--- src/rtl/jtag_dl_rst_ctrl_pkg.sv ---
// Shared types, AXI response codes and width helper for the JTAG download
// core-reset controller.
package jtag_dl_pkg;

  typedef enum logic [1:0] {
    IDLE     = 2'd0,
    DOWNLOAD = 2'd1,
    DRAIN    = 2'd2,
    HOLD     = 2'd3
  } dl_state_e;

  localparam logic [1:0] AXI_RESP_OKAY   = 2'b00;
  localparam logic [1:0] AXI_RESP_SLVERR = 2'b10;

  // Bits needed to hold values 0..value-1 (elaboration-time use only).
  function automatic int unsigned clog2(input int unsigned value);
    int unsigned width;
    width = 32'd0;
    for (int unsigned i = 32'd0; i < 32'd32; i++) begin
      if ((64'd1 << i) < 64'(value)) begin
        width = i + 32'd1;
      end else begin
        width = width;
      end
    end
    return width;
  endfunction

endpackage

--- src/rtl/jtag_dl_rst_ctrl_if.sv ---
// Snooped AXI write-channel bundle; master drives the observed wires, the
// controller only ever looks at them through the slave view.
interface jtag_dl_rst_ctrl_if #(
  parameter int unsigned ADDR_W = 32
);
  logic              s_awvalid;
  logic              s_awready;
  logic [ADDR_W-1:0] s_awaddr;
  logic              s_wvalid;
  logic              s_wready;
  logic              s_bvalid;
  logic              s_bready;
  logic [1:0]        s_bresp;

  modport master (
    output s_awvalid, s_awready, s_awaddr, s_wvalid, s_wready,
           s_bvalid, s_bready, s_bresp
  );

  modport slave (
    input  s_awvalid, s_awready, s_awaddr, s_wvalid, s_wready,
           s_bvalid, s_bready, s_bresp
  );
endinterface

--- src/rtl/jtag_dl_rst_ctrl_sat_counter.sv ---
// Saturating up/down counter with synchronous clear; clear applies before the
// same-cycle increment so a clearing event can also count itself.
module dl_sat_counter #(
  parameter int unsigned WIDTH = 8
) (
  input  logic             aclk,
  input  logic             aresetn,
  input  logic             clr,
  input  logic             inc,
  input  logic             dec,
  output logic [WIDTH-1:0] cnt
);
  localparam logic [WIDTH-1:0] CNT_MAX = {WIDTH{1'b1}};
  localparam logic [WIDTH-1:0] CNT_MIN = {WIDTH{1'b0}};

  logic [WIDTH-1:0] cnt_q, cnt_d, base_s;

  // Next count: clear, then saturating step; inc with dec cancels out.
  always_comb begin
    base_s = clr ? CNT_MIN : cnt_q;
    cnt_d  = base_s;
    if (inc && !dec) begin
      if (base_s != CNT_MAX) cnt_d = base_s + WIDTH'(1'b1);
      else                   cnt_d = base_s;
    end else if (dec && !inc) begin
      if (base_s != CNT_MIN) cnt_d = base_s - WIDTH'(1'b1);
      else                   cnt_d = base_s;
    end else begin
      cnt_d = base_s;
    end
  end

  // Count register.
  always_ff @(posedge aclk or negedge aresetn) begin
    if (!aresetn) cnt_q <= CNT_MIN;
    else          cnt_q <= cnt_d;
  end

  assign cnt = cnt_q;
endmodule

--- src/rtl/jtag_dl_rst_ctrl.sv ---
// Core-reset controller: snoops JTAG AXI master writes and holds the core in
// reset from a start-address write until the download has drained and settled.
module jtag_dl_rst_ctrl
  import jtag_dl_pkg::*;
#(
  parameter int unsigned       ADDR_W      = 32,
  parameter logic [ADDR_W-1:0] START_ADDR  = 32'h8000_0000,
  parameter logic [ADDR_W-1:0] STOP_ADDR   = 32'h4000_0000,
  parameter logic [ADDR_W-1:0] ADDR_MASK   = 32'hFFFF_FFFF,
  parameter int unsigned       HOLD_CYC    = 16,
  parameter int unsigned       TIMEOUT_CYC = 0,
  parameter int unsigned       OUT_W       = 6,
  parameter int unsigned       CNT_W       = 16
) (
  input  logic              aclk,
  input  logic              aresetn,
  jtag_dl_rst_ctrl_if.slave axi,
  output logic              core_rst_n,
  output logic              dl_active,
  output logic [CNT_W-1:0]  dl_beat_cnt,
  output logic              dl_err,
  output logic              timeout_evt
);
  localparam int unsigned HOLD_W = clog2((HOLD_CYC > 32'd1) ? HOLD_CYC : 32'd2);
  localparam int unsigned TMR_W  = clog2((TIMEOUT_CYC > 32'd1) ? TIMEOUT_CYC : 32'd2);
  localparam logic [HOLD_W-1:0] HOLD_LAST = HOLD_W'(HOLD_CYC - 32'd1);
  localparam logic [TMR_W-1:0]  TMR_LAST  = TMR_W'(TIMEOUT_CYC - 32'd1);
  localparam logic [OUT_W-1:0]  OUT_FULL  = {OUT_W{1'b1}};
  localparam logic [OUT_W-1:0]  OUT_EMPTY = {OUT_W{1'b0}};

  dl_state_e         state_q, state_d;
  logic [HOLD_W-1:0] hold_q, hold_d;
  logic [TMR_W-1:0]  tmr_q, tmr_d;
  logic              core_rst_n_q, core_rst_n_d;
  logic              dl_active_q, dl_active_d;
  logic              dl_err_q, dl_err_d;
  logic              timeout_evt_q, timeout_evt_d;
  logic              aw_hs_s, w_hs_s, b_hs_s, start_s, stop_s;
  logic              new_dl_s, expire_s, beat_inc_s, err_set_s;
  logic [OUT_W-1:0]  out_cnt_s;

  assign aw_hs_s  = axi.s_awvalid & axi.s_awready;
  assign w_hs_s   = axi.s_wvalid & axi.s_wready;
  assign b_hs_s   = axi.s_bvalid & axi.s_bready;
  assign start_s  = aw_hs_s & ((axi.s_awaddr & ADDR_MASK) == (START_ADDR & ADDR_MASK));
  assign stop_s   = aw_hs_s & ((axi.s_awaddr & ADDR_MASK) == (STOP_ADDR & ADDR_MASK));
  // A start outside DOWNLOAD opens a fresh download (also restarts from DRAIN/HOLD).
  assign new_dl_s = start_s & (state_q != DOWNLOAD);
  assign expire_s = (TIMEOUT_CYC != 32'd0) & (state_q == DOWNLOAD) & ~aw_hs_s
                    & (tmr_q == TMR_LAST);
  assign beat_inc_s = w_hs_s & ((state_q != IDLE) | start_s);
  assign err_set_s  = (b_hs_s & ((axi.s_bresp & AXI_RESP_SLVERR) != 2'b00) & (state_q != IDLE))
                    | (aw_hs_s & (out_cnt_s == OUT_FULL));

  dl_sat_counter #(.WIDTH(OUT_W)) u_out_cnt (
    .aclk    (aclk),
    .aresetn (aresetn),
    .clr     (1'b0),
    .inc     (aw_hs_s),
    .dec     (b_hs_s),
    .cnt     (out_cnt_s)
  );

  dl_sat_counter #(.WIDTH(CNT_W)) u_beat_cnt (
    .aclk    (aclk),
    .aresetn (aresetn),
    .clr     (new_dl_s),
    .inc     (beat_inc_s),
    .dec     (1'b0),
    .cnt     (dl_beat_cnt)
  );

  // Next state, hold/idle timers and next values of the registered outputs.
  always_comb begin
    state_d       = state_q;
    hold_d        = hold_q;
    timeout_evt_d = 1'b0;
    case (state_q)
      IDLE: begin
        if (start_s) state_d = DOWNLOAD;
        else         state_d = IDLE;
      end
      DOWNLOAD: begin
        if (stop_s) begin
          state_d = DRAIN;
        end else if (expire_s) begin
          state_d       = DRAIN;
          timeout_evt_d = 1'b1;
        end else begin
          state_d = DOWNLOAD;
        end
      end
      DRAIN: begin
        if (start_s) begin
          state_d = DOWNLOAD;
        end else if ((out_cnt_s == OUT_EMPTY) && !aw_hs_s) begin
          if (HOLD_CYC == 32'd0) begin
            state_d = IDLE;
          end else begin
            state_d = HOLD;
            hold_d  = {HOLD_W{1'b0}};
          end
        end else begin
          state_d = DRAIN;
        end
      end
      HOLD: begin
        if (start_s) begin
          state_d = DOWNLOAD;
        end else if (hold_q == HOLD_LAST) begin
          state_d = IDLE;
        end else begin
          state_d = HOLD;
          hold_d  = hold_q + HOLD_W'(1'b1);
        end
      end
      default: state_d = IDLE;
    endcase

    if (new_dl_s) begin
      tmr_d = {TMR_W{1'b0}};
    end else if (state_q == DOWNLOAD) begin
      if (aw_hs_s) tmr_d = {TMR_W{1'b0}};
      else         tmr_d = tmr_q + TMR_W'(1'b1);
    end else begin
      tmr_d = tmr_q;
    end

    if (new_dl_s) dl_err_d = err_set_s;
    else          dl_err_d = dl_err_q | err_set_s;

    core_rst_n_d = (state_d == IDLE);
    dl_active_d  = (state_d != IDLE);
  end

  // State, timers and status registers.
  always_ff @(posedge aclk or negedge aresetn) begin
    if (!aresetn) begin
      state_q       <= IDLE;
      hold_q        <= {HOLD_W{1'b0}};
      tmr_q         <= {TMR_W{1'b0}};
      core_rst_n_q  <= 1'b0;
      dl_active_q   <= 1'b0;
      dl_err_q      <= 1'b0;
      timeout_evt_q <= 1'b0;
    end else begin
      state_q       <= state_d;
      hold_q        <= hold_d;
      tmr_q         <= tmr_d;
      core_rst_n_q  <= core_rst_n_d;
      dl_active_q   <= dl_active_d;
      dl_err_q      <= dl_err_d;
      timeout_evt_q <= timeout_evt_d;
    end
  end

  assign core_rst_n  = core_rst_n_q;
  assign dl_active   = dl_active_q;
  assign dl_err      = dl_err_q;
  assign timeout_evt = timeout_evt_q;
endmodule

--- src/flat_wrapper.sv ---
// flat-port wrapper written by rule: the top's interface ports become plain ports
module jtag_dl_rst_ctrl_flat import jtag_dl_pkg::*;
#(
  parameter int unsigned       ADDR_W      = 32,
  parameter logic [ADDR_W-1:0] START_ADDR  = 32'h8000_0000,
  parameter logic [ADDR_W-1:0] STOP_ADDR   = 32'h4000_0000,
  parameter logic [ADDR_W-1:0] ADDR_MASK   = 32'hFFFF_FFFF,
  parameter int unsigned       HOLD_CYC    = 16,
  parameter int unsigned       TIMEOUT_CYC = 0,
  parameter int unsigned       OUT_W       = 6,
  parameter int unsigned       CNT_W       = 16
)
  (aclk, aresetn, core_rst_n, dl_active, dl_beat_cnt, dl_err, timeout_evt, axi_s_awvalid, axi_s_awready, axi_s_awaddr, axi_s_wvalid, axi_s_wready, axi_s_bvalid, axi_s_bready, axi_s_bresp);
  jtag_dl_rst_ctrl_if #(.ADDR_W(ADDR_W)) axi_i ();
  input  logic aclk;
  input  logic aresetn;
  output logic core_rst_n;
  output logic dl_active;
  output logic [CNT_W-1:0] dl_beat_cnt;
  output logic dl_err;
  output logic timeout_evt;
  input wire logic [$bits(axi_i.s_awvalid)-1:0] axi_s_awvalid;
  input wire logic [$bits(axi_i.s_awready)-1:0] axi_s_awready;
  input wire logic [$bits(axi_i.s_awaddr)-1:0] axi_s_awaddr;
  input wire logic [$bits(axi_i.s_wvalid)-1:0] axi_s_wvalid;
  input wire logic [$bits(axi_i.s_wready)-1:0] axi_s_wready;
  input wire logic [$bits(axi_i.s_bvalid)-1:0] axi_s_bvalid;
  input wire logic [$bits(axi_i.s_bready)-1:0] axi_s_bready;
  input wire logic [$bits(axi_i.s_bresp)-1:0] axi_s_bresp;
  assign axi_i.s_awvalid = axi_s_awvalid;
  assign axi_i.s_awready = axi_s_awready;
  assign axi_i.s_awaddr = axi_s_awaddr;
  assign axi_i.s_wvalid = axi_s_wvalid;
  assign axi_i.s_wready = axi_s_wready;
  assign axi_i.s_bvalid = axi_s_bvalid;
  assign axi_i.s_bready = axi_s_bready;
  assign axi_i.s_bresp = axi_s_bresp;
  jtag_dl_rst_ctrl #(.ADDR_W(ADDR_W), .START_ADDR(START_ADDR), .STOP_ADDR(STOP_ADDR), .ADDR_MASK(ADDR_MASK), .HOLD_CYC(HOLD_CYC), .TIMEOUT_CYC(TIMEOUT_CYC), .OUT_W(OUT_W), .CNT_W(CNT_W)) u_core (.aclk(aclk), .aresetn(aresetn), .axi(axi_i), .core_rst_n(core_rst_n), .dl_active(dl_active), .dl_beat_cnt(dl_beat_cnt), .dl_err(dl_err), .timeout_evt(timeout_evt));
endmodule
--- config.mk ---
export PLATFORM = sky130hd
export DESIGN_NAME = jtag_dl_rst_ctrl_flat
export DESIGN_NICKNAME = d
export VERILOG_FILES = /design/src/rtl/jtag_dl_rst_ctrl_pkg.sv /design/src/rtl/jtag_dl_rst_ctrl_if.sv /design/src/rtl/jtag_dl_rst_ctrl_sat_counter.sv /design/src/rtl/jtag_dl_rst_ctrl.sv /design/src/flat_wrapper.sv
export SDC_FILE = /design/constraint.sdc
export NUM_CORES = 1
export LEC_CHECK = 0
export CORE_MARGIN = 2
export CORE_UTILIZATION = 35
export CTS_CLUSTER_DIAMETER = 50
export DETAILED_ROUTE_END_ITERATION = 16
export GPL_ROUTABILITY_DRIVEN = 0
export SYNTH_ARGS = -nofsm -noshare
export SYNTH_HDL_FRONTEND = slang
export SYNTH_SLANG_ARGS = --single-unit
--- constraint.sdc ---
create_clock -name aclk -period 7.1 [get_ports aclk]
set_input_delay 1.065 -clock aclk [delete_from_list [all_inputs] [get_ports aclk]]
set_output_delay 1.065 -clock aclk [all_outputs]
set_load 0.02 [all_outputs]
==> metrics.md, run 1 <==
| Metric | Value |
|---|---|
| Fin crit share | 57.83% |
| Hold slack | 0.4827 ns |
| H-tree depth | 2 |
| CTS tree | built |
| CP cell instances | clkdlybuf4s50_1 > nor4_4 > nand4_2 > or4_1 > nand2_1 > inv_1 > ha_1 > and3_1 > nand4_1 > o2111ai_1 > or4_1 > a21oi_1 |
| Worst-path clk slew | 0.07 ns |
| DR WL/cell | 15.32 um |
| DR iter-0 viols | 121 |
| Count of pins over their slew limit | 0 |
| CP endpoint kind | register |
| # rows | 28 |
| Crit path max fanout | 10 |
| Clock sinks | 31 |
| Required @ worst endpoint | 7.31 ns |
| Final #Nets | 343 |
| Register area | 775.7 um2 |
| Fin. Hold Viols | 0 |
| Global route overflow | 0 |
| Worst Path Arrival | 4.32 ns |
| Setup TNS | 0 ns |
| Number of port buffers | 59 |
| First-pass GRT wire length | 8728 um |
| Mapped cell area | 2170 um2 |
| Layout cells sized above 1 | 7.850% |
| Worst-Margin Slew | 0.7224 ns |
| Clock Tree Buf Depth | 2 |
| CTS Hold Bufs | 0 |
| Fill cells | 586 |
| Run status | finished, final reports clean |
| Top cell type by total area after synthesis | dfrtp_1 |
| Worst VDD drop | 0.1362 mV |
| Main synth FF type | dfrtp_1 |
| Hold/Removal Path Class | register to register |
| Syn Area/Cell | 9.193 um2 |
| Count of flip-flops with a built-in enable after synthesis | 0 |
| Initial antenna violation count | 0 |
| Max-Cap Viols | 0 |
| Slowest CP cell | or4_1 |
| Drt total wl | 5638 um |
| Min cycle time layout | 4.106 ns |
| Antenna Nets Post-Route | 0 |
| Largest net degree at the start of global routing | 32 |
| CTS buffer count | 5 |
| Yosys warns | 0 |
| Root Buffer | clkbuf_8 |
| Async set-reset flop share out of synthesis | 100.0% |
| DR vias | 2079 |
| Cts repair resizes | 0 |
| Fmax | 0.2436 GHz |
| Pwr Density | 208.2 nW/um2 |
| Final setup violation count | 0 |
| Commonest cells post-synth | 31 x dfrtp_1, 21 x nand2_1, 16 x a21oi_1, 13 x nand3_1, 13 x nor2_1 |
| Post-route DRC | 0 |
| Antenna cell count | 0 |
| DP HPWL | 4206 um |
| Via-to-Cell Ratio | 5.649 |
| Ports | 62 |
| Synth area leaders | dfrtp_1 36%, ha_1 4.0%, a21oi_1 3.7%, nand2_1 3.6%, nand3_1 3.0% |
| Post-CTS setup buffers | 0 |
| Drt first pass iters | 4 |
| Die width | 82.73 um |
| Leakage | 0.001144 uW |
| Synth Instances | 236 |
| DIE AREA | 6844 um2 |
| Multi-input gate area | 1306 um2 |
| Post-synth top area share | 35.76% |
| Crit path top cell by count | or4_1 |
| Worst Setup Start Kind | primary input |
| Clk_skew | 0.008819 ns |
| Max incr delay on CP | 0.75 ns |
| Synthesis-to-layout area growth | 33.79% |
| Initial Util | 36.43% |
| Chip Height | 82.73 um |
| Post-synthesis sequential element count | 31 |
| GRT Util Overall | 16.70% |
| Sequential-to-total area share from yosys stat | 35.76% |
| Core area | 5956 um2 |
| Max-slew headroom at the worst pin | 51.40% |
| Most numerous cell in the Yosys netlist | dfrtp_1 |
| Setup CP Type | primary input to register |
| Clk_lat worst skew | 0.29 ns |
| Number of global-route vias before repair | 1873 |
| RSZ-0062 raised after global routing | false |
| Synthesized net count | 286 |
| Yosys cell types | 50 |
## final timing paths
kind                                                   start                            endpoint  slack (ns)  cells after the start
worst min register to register  u_core.hold_q[3]$_DFFE_PN0P_        u_core.hold_q[3]$_DFFE_PN0P_        0.48                      1
min in group asynchronous                            aresetn  u_core.u_beat_cnt.cnt[8]$_DFF_PN0_        1.17                      2
worst max register to register   u_core.state_q[0]$_DFF_PN0_  u_core.u_beat_cnt.cnt[3]$_DFF_PN0_        4.05                     10
worst max-delay path                        axi_s_awaddr[16]  u_core.u_beat_cnt.cnt[3]$_DFF_PN0_        2.99                     12
worst min-delay path            u_core.hold_q[3]$_DFFE_PN0P_        u_core.hold_q[3]$_DFFE_PN0P_        0.48                      1
max in group asynchronous                            aresetn         u_core.state_q[0]$_DFF_PN0_        5.61                      2
## stage by stage
stage,instance area (um2),total power [uW],util [%],setup WS [ns],instances
after floorplan,2170,380.9,-,3.494,236
after global placement,2815,456.8,47.27,2.692,361
after detailed placement,2815,461.9,47.27,2.676,361
after CTS,2903,611.3,48.74,2.974,368
after global routing,2903,645.6,48.74,2.738,368
final,2903,604.4,48.74,2.994,368
## where the power goes
group | internal (uW) | switching [uW]
registers | 206 | 40.1
clock network | 76.1 | 70.1
logic | 112 | 100
## routing by layer
layer | global-route usage, % | up-vias | wire [um]
met5 | 0 | - | 0
met4 | 5.410 | 0 | 29
met3 | 3.913 | 2 | 268
met2 | 27.26 | 61 | 2685
met1 | 21.79 | 993 | 2655
li1 | - | 1023 | -
## critical path: cells and delay by family
kind	cells	cell delay, ns
AOI/OAI and AO/OA	2	0.31
adders and majority gates	1	0.20
buffers and inverters	2	0.49
and+or+nand+nor	7	2.23
## final cells by class
class,count,area share (%)
multi-input cells,184,45.00
inverters,11,1.422
well taps,75,3.233
flip-flops and latches,31,26.72
clock inverters,1,0.1724
repair buffers,60,20.60
clock buffers,6,2.845
## flip-flops by register name, summed over array words and instances (netlist names)
signal / flops
u_core.u_beat_cnt.cnt: 16
u_core.u_out_cnt.cnt: 6
u_core.hold_q: 4
u_core.state_q: 2
u_core.core_rst_n: 1
u_core.dl_active: 1
u_core.dl_err: 1
## cell families after synthesis
kind of cell             after synthesis  synth area share, %
AND/OR/NAND/NOR                      106                30.51
adder cells (fa/ha/maj)                8                4.959
buffers and inverters                 21                4.037
other                                  1               0.1728
flip-flops                            31                35.76
multiplexers                           8                3.864
AO/OA/AOI/OAI                         56                18.69
XOR/XNOR                               5                2.018
## layout by cell type, fill, tap and decap left out, types with 5 or more instances in the layout
| cell type | synthesis | layout |
|---|---|---|
| o31ai_1 | 7 | 7 |
| o21ai_0 | 5 | 5 |
| dfrtp_1 | 31 | 31 |
| clkdlybuf4s50_1 | 0 | 59 |
| nand3_1 | 13 | 13 |
| nand4_1 | 6 | 6 |
| or4_1 | 8 | 8 |
| o2111ai_1 | 7 | 7 |
| inv_1 | 11 | 11 |
| a21oi_1 | 16 | 16 |
| and3_1 | 5 | 5 |
| clkbuf_8 | 0 | 6 |
| nand2_1 | 21 | 21 |
| nor2_1 | 13 | 13 |
| ha_1 | 7 | 7 |
| nor3_1 | 7 | 7 |
| mux2i_1 | 5 | 5 |
No activity file was read; power rests on OpenSTA's default activity.
==> inputs of run 2 (changes only) <==
==> constraint.sdc (replaced) <==
create_clock -name aclk -period 4.2 [get_ports aclk]
set_input_delay 0.63 -clock aclk [delete_from_list [all_inputs] [get_ports aclk]]
set_output_delay 0.63 -clock aclk [all_outputs]
set_load 0.02 [all_outputs]
==> run 2 against run 1 <==
  * Final area increased by 0.69%
  * Utilization increased by 0.34 points
  * First-iteration DRC count decreased by 29%
  * Combinational power increased by 68%
  * Clock power increased by 82%
  * Power increased by 71%
  * Die area unchanged
  * Worst hold slack improved by 0.026 ns
==> metrics.md, run 2 (same netlist as run 1, synthesis figures left out) <==
| Metric | Value |
|---|---|
| Layout cells sized above 1 | 8.136% (+0.29 points) |
| Setup CP Type | primary input to register |
| Most common cell after layout, fill and taps aside | clkdlybuf4s50_1 |
| Fin crit share | 84.96% |
| Clock Tree Buf Depth | 2 (unchanged) |
| Number of port buffers | 59 (unchanged) |
| Sw Ratio | 33.76% (-1.1 points) |
| Min cycle time layout | 3.568 ns |
| Root Buffer | clkbuf_8 |
| Multi-input gate area | 1306 um2 (unchanged) |
| CTS buffer count | 5 (unchanged) |
| Drt first pass iters | 4 (unchanged) |
| Count of pins over their slew limit | 0 (unchanged) |
| Final instance area | 2923 um2 (+0.69%) |
| Ports | 62 (unchanged) |
| WL met3 | 238 um (-11%) |
| Hold/Removal Path Class | register to register |
| Placed cell count | 362 (+0.28%) |
| Final setup violation count | 0 (unchanged) |
| Fill cells | 589 (+0.51%) |
| Non-Filler Instances | 370 (+0.54%) |
| Initial antenna violation count | 0 (unchanged) |
| Register area | 775.7 um2 (unchanged) |
| DR vias | 2066 (-0.63%) |
| Core area | 5956 um2 (unchanged) |
| First-pass GRT wire length | 9032 um (+3.5%) |
| Part of the power in combinational logic | 34.4% (-0.7 points) |
| Worst Setup Start Kind | primary input |
| Synthesis-to-layout area growth | 34.72% |
| Global route overflow | 0 (unchanged) |
| Fin. Hold Viols | 0 (unchanged) |
| H-tree depth | 2 (unchanged) |
| Antenna cell count | 0 (unchanged) |
| Final #Nets | 344 (+0.29%) |
| Met2 wire len | 2717 um (+1.2%) |
| DR top layer | met4 |
| DR iter-0 viols | 86 (-29%) |
| Max-Cap Viols | 0 (unchanged) |
| DP Area | 2823 um2 (+0.27%) |
| Leakage | 0.001153 uW (+0.75%) |
| Worst-path clk slew | 0.07 ns (about the same) |
| Most frequent cells in the layout | 59 x clkdlybuf4s50_1, 31 x dfrtp_1, 21 x nand2_1 |
| Clk_lat worst skew | 0.28 ns (about the same) |
| Crit path top cell by count | or4_1 |
| Worst Path Arrival | 3.78 ns (-0.54 ns) |
| Clock share of power | 25.6% (+1.4 points) |
| Run status | finished, final reports clean |
| Fin util | 49.08% (+0.34 points) |
| Pwr Density | 354.5 nW/um2 (+70%) |
| Crit path max fanout | 7 (-3) |
| Max reg flops | 16 (unchanged) |
| Switching power | 349.8 uW (+66%) |
| Length of routed wiring on met1 | 2492 um (-6.1%) |
| CTS Hold Bufs | 0 (unchanged) |
| DP HPWL | 4130 um (-1.8%) |
| # rows | 28 (unchanged) |
| Max incr delay on CP | 0.66 ns (-0.09 ns) |
| Via-to-Cell Ratio | 5.584 (-1.2%) |
| Slack of the worst reg-to-reg path | 1.29 ns (-2.76 ns) |
| CTS tree | built |
| Post-route DRC | 0 (unchanged) |
| Largest net degree at the start of global routing | 32 (unchanged) |
| Sequential share of power | 40.0% (-0.7 points) |
| Drt total wl | 5512 um (-2.2%) |
| Number of global-route vias before repair | 1970 (+5.2%) |
| CP cell instances | clkdlybuf4s50_1 > nor4_4 > nand4_2 > or4_1 > nand2_1 > inv_1 > ha_1 > and3_1 > nand4_1 > o2111ai_1 > or4_1 > a21oi_1 |
| Antenna Nets Post-Route | 0 (unchanged) |
| Worst-Margin Slew | 0.7492 ns (+0.02689 ns) |
| Chip Height | 82.73 um (unchanged) |
| Clock sinks | 31 (unchanged) |
| Reg2Reg Depth | 10 (unchanged) |
| DIE AREA | 6844 um2 (unchanged) |
| Post-CTS setup buffers | 0 (unchanged) |
| CP endpoint kind | register |
| Initial Util | 36.43% (unchanged) |
| GRT Util Overall | 17.26% (+0.57 points) |
| Max-slew headroom at the worst pin | 49.59% (-1.8 points) |
| Pint | 686.4 uW (+74%) |
| Dpl ws | 0.3134 ns (-2.363 ns) |
| Die width | 82.73 um (unchanged) |
| Final WS setup | 0.6316 ns (-2.363 ns) |
| Worst VDD drop | 0.2420 mV (+78%) |
| Clk_skew | 0.006261 ns (-0.002558 ns) |
| Slowest CP cell | or4_1 |
| RSZ-0062 raised after global routing | false |
| Depth of the worst hold-timing path | 1 (unchanged) |
| Cts repair resizes | 0 (unchanged) |
| Setup TNS | 0 ns (unchanged) |
| Fmax | 0.2802 GHz |
| DR WL/cell | 14.90 um (-2.8%) |
| Required @ worst endpoint | 4.42 ns (-2.89 ns) |
[run 2: cell count changes in the layout (fill, tap and decap cells not counted)]
cell,before,now
clkbuf_1,0,1
buf_4,1,2
clkinv_2,1,0
clkbuf_8,6,7
[run 2: final timing paths]
path / start / end
min in group asynchronous: aresetn / u_core.u_beat_cnt.cnt[7]$_DFF_PN0_
max in group asynchronous: aresetn / u_core.core_rst_n$_DFF_PN0_
max reg2reg: u_core.state_q[0]$_DFF_PN0_ / u_core.u_beat_cnt.cnt[3]$_DFF_PN0_
min: u_core.u_out_cnt.cnt[5]$_DFFE_PN0P_ / u_core.u_out_cnt.cnt[5]$_DFFE_PN0P_
min reg2reg: u_core.u_out_cnt.cnt[5]$_DFFE_PN0P_ / u_core.u_out_cnt.cnt[5]$_DFFE_PN0P_
max: axi_s_awaddr[16] / u_core.u_beat_cnt.cnt[3]$_DFF_PN0_
[run 2: layout make-up]
type                            count  share of cell area, %
Tap cell                           75                  3.211
Clock buffer                        8                  3.425
Inverter                           11                  1.413
Multi-Input combinational cell    184                  44.69
Sequential cell                    31                  26.54
Timing Repair Buffer               61                  20.72
[run 2: per-layer routing]
metal / up-vias / global-route usage, %
met5: - / 0
met4: 0 / 6.230
met3: 7 / 3.587
met2: 46 / 29.11
met1: 986 / 21.76
li1: 1027 / -
[run 2: power groups by stage]
stage	logic [uW]	clock network, uW	registers (uW)
global placement	353	0	420
finish	357	265	414
detailed placement	356	0	420
global route	403	289	428
floorplan	223	0	421
CTS	360	277	415
[run 2: per-stage QoR]
stage          total power, uW  hold slack, ns
2_1_floorplan            643.9          0.3344
3_3_place_gp             773.0          0.4699
3_5_place_dp             776.6          0.4886
4_1_cts                   1051          0.5072
5_1_grt                   1120          0.5312
6_report                  1036          0.5091
[run 2: critical path: cells and delay by family]
kind	cells	cell delay [ns]
AO/OA/AOI/OAI	2	0.30
AND/OR/NAND/NOR	7	2.16
adder cells (fa/ha/maj)	1	0.20
buffers and inverters	2	0.49
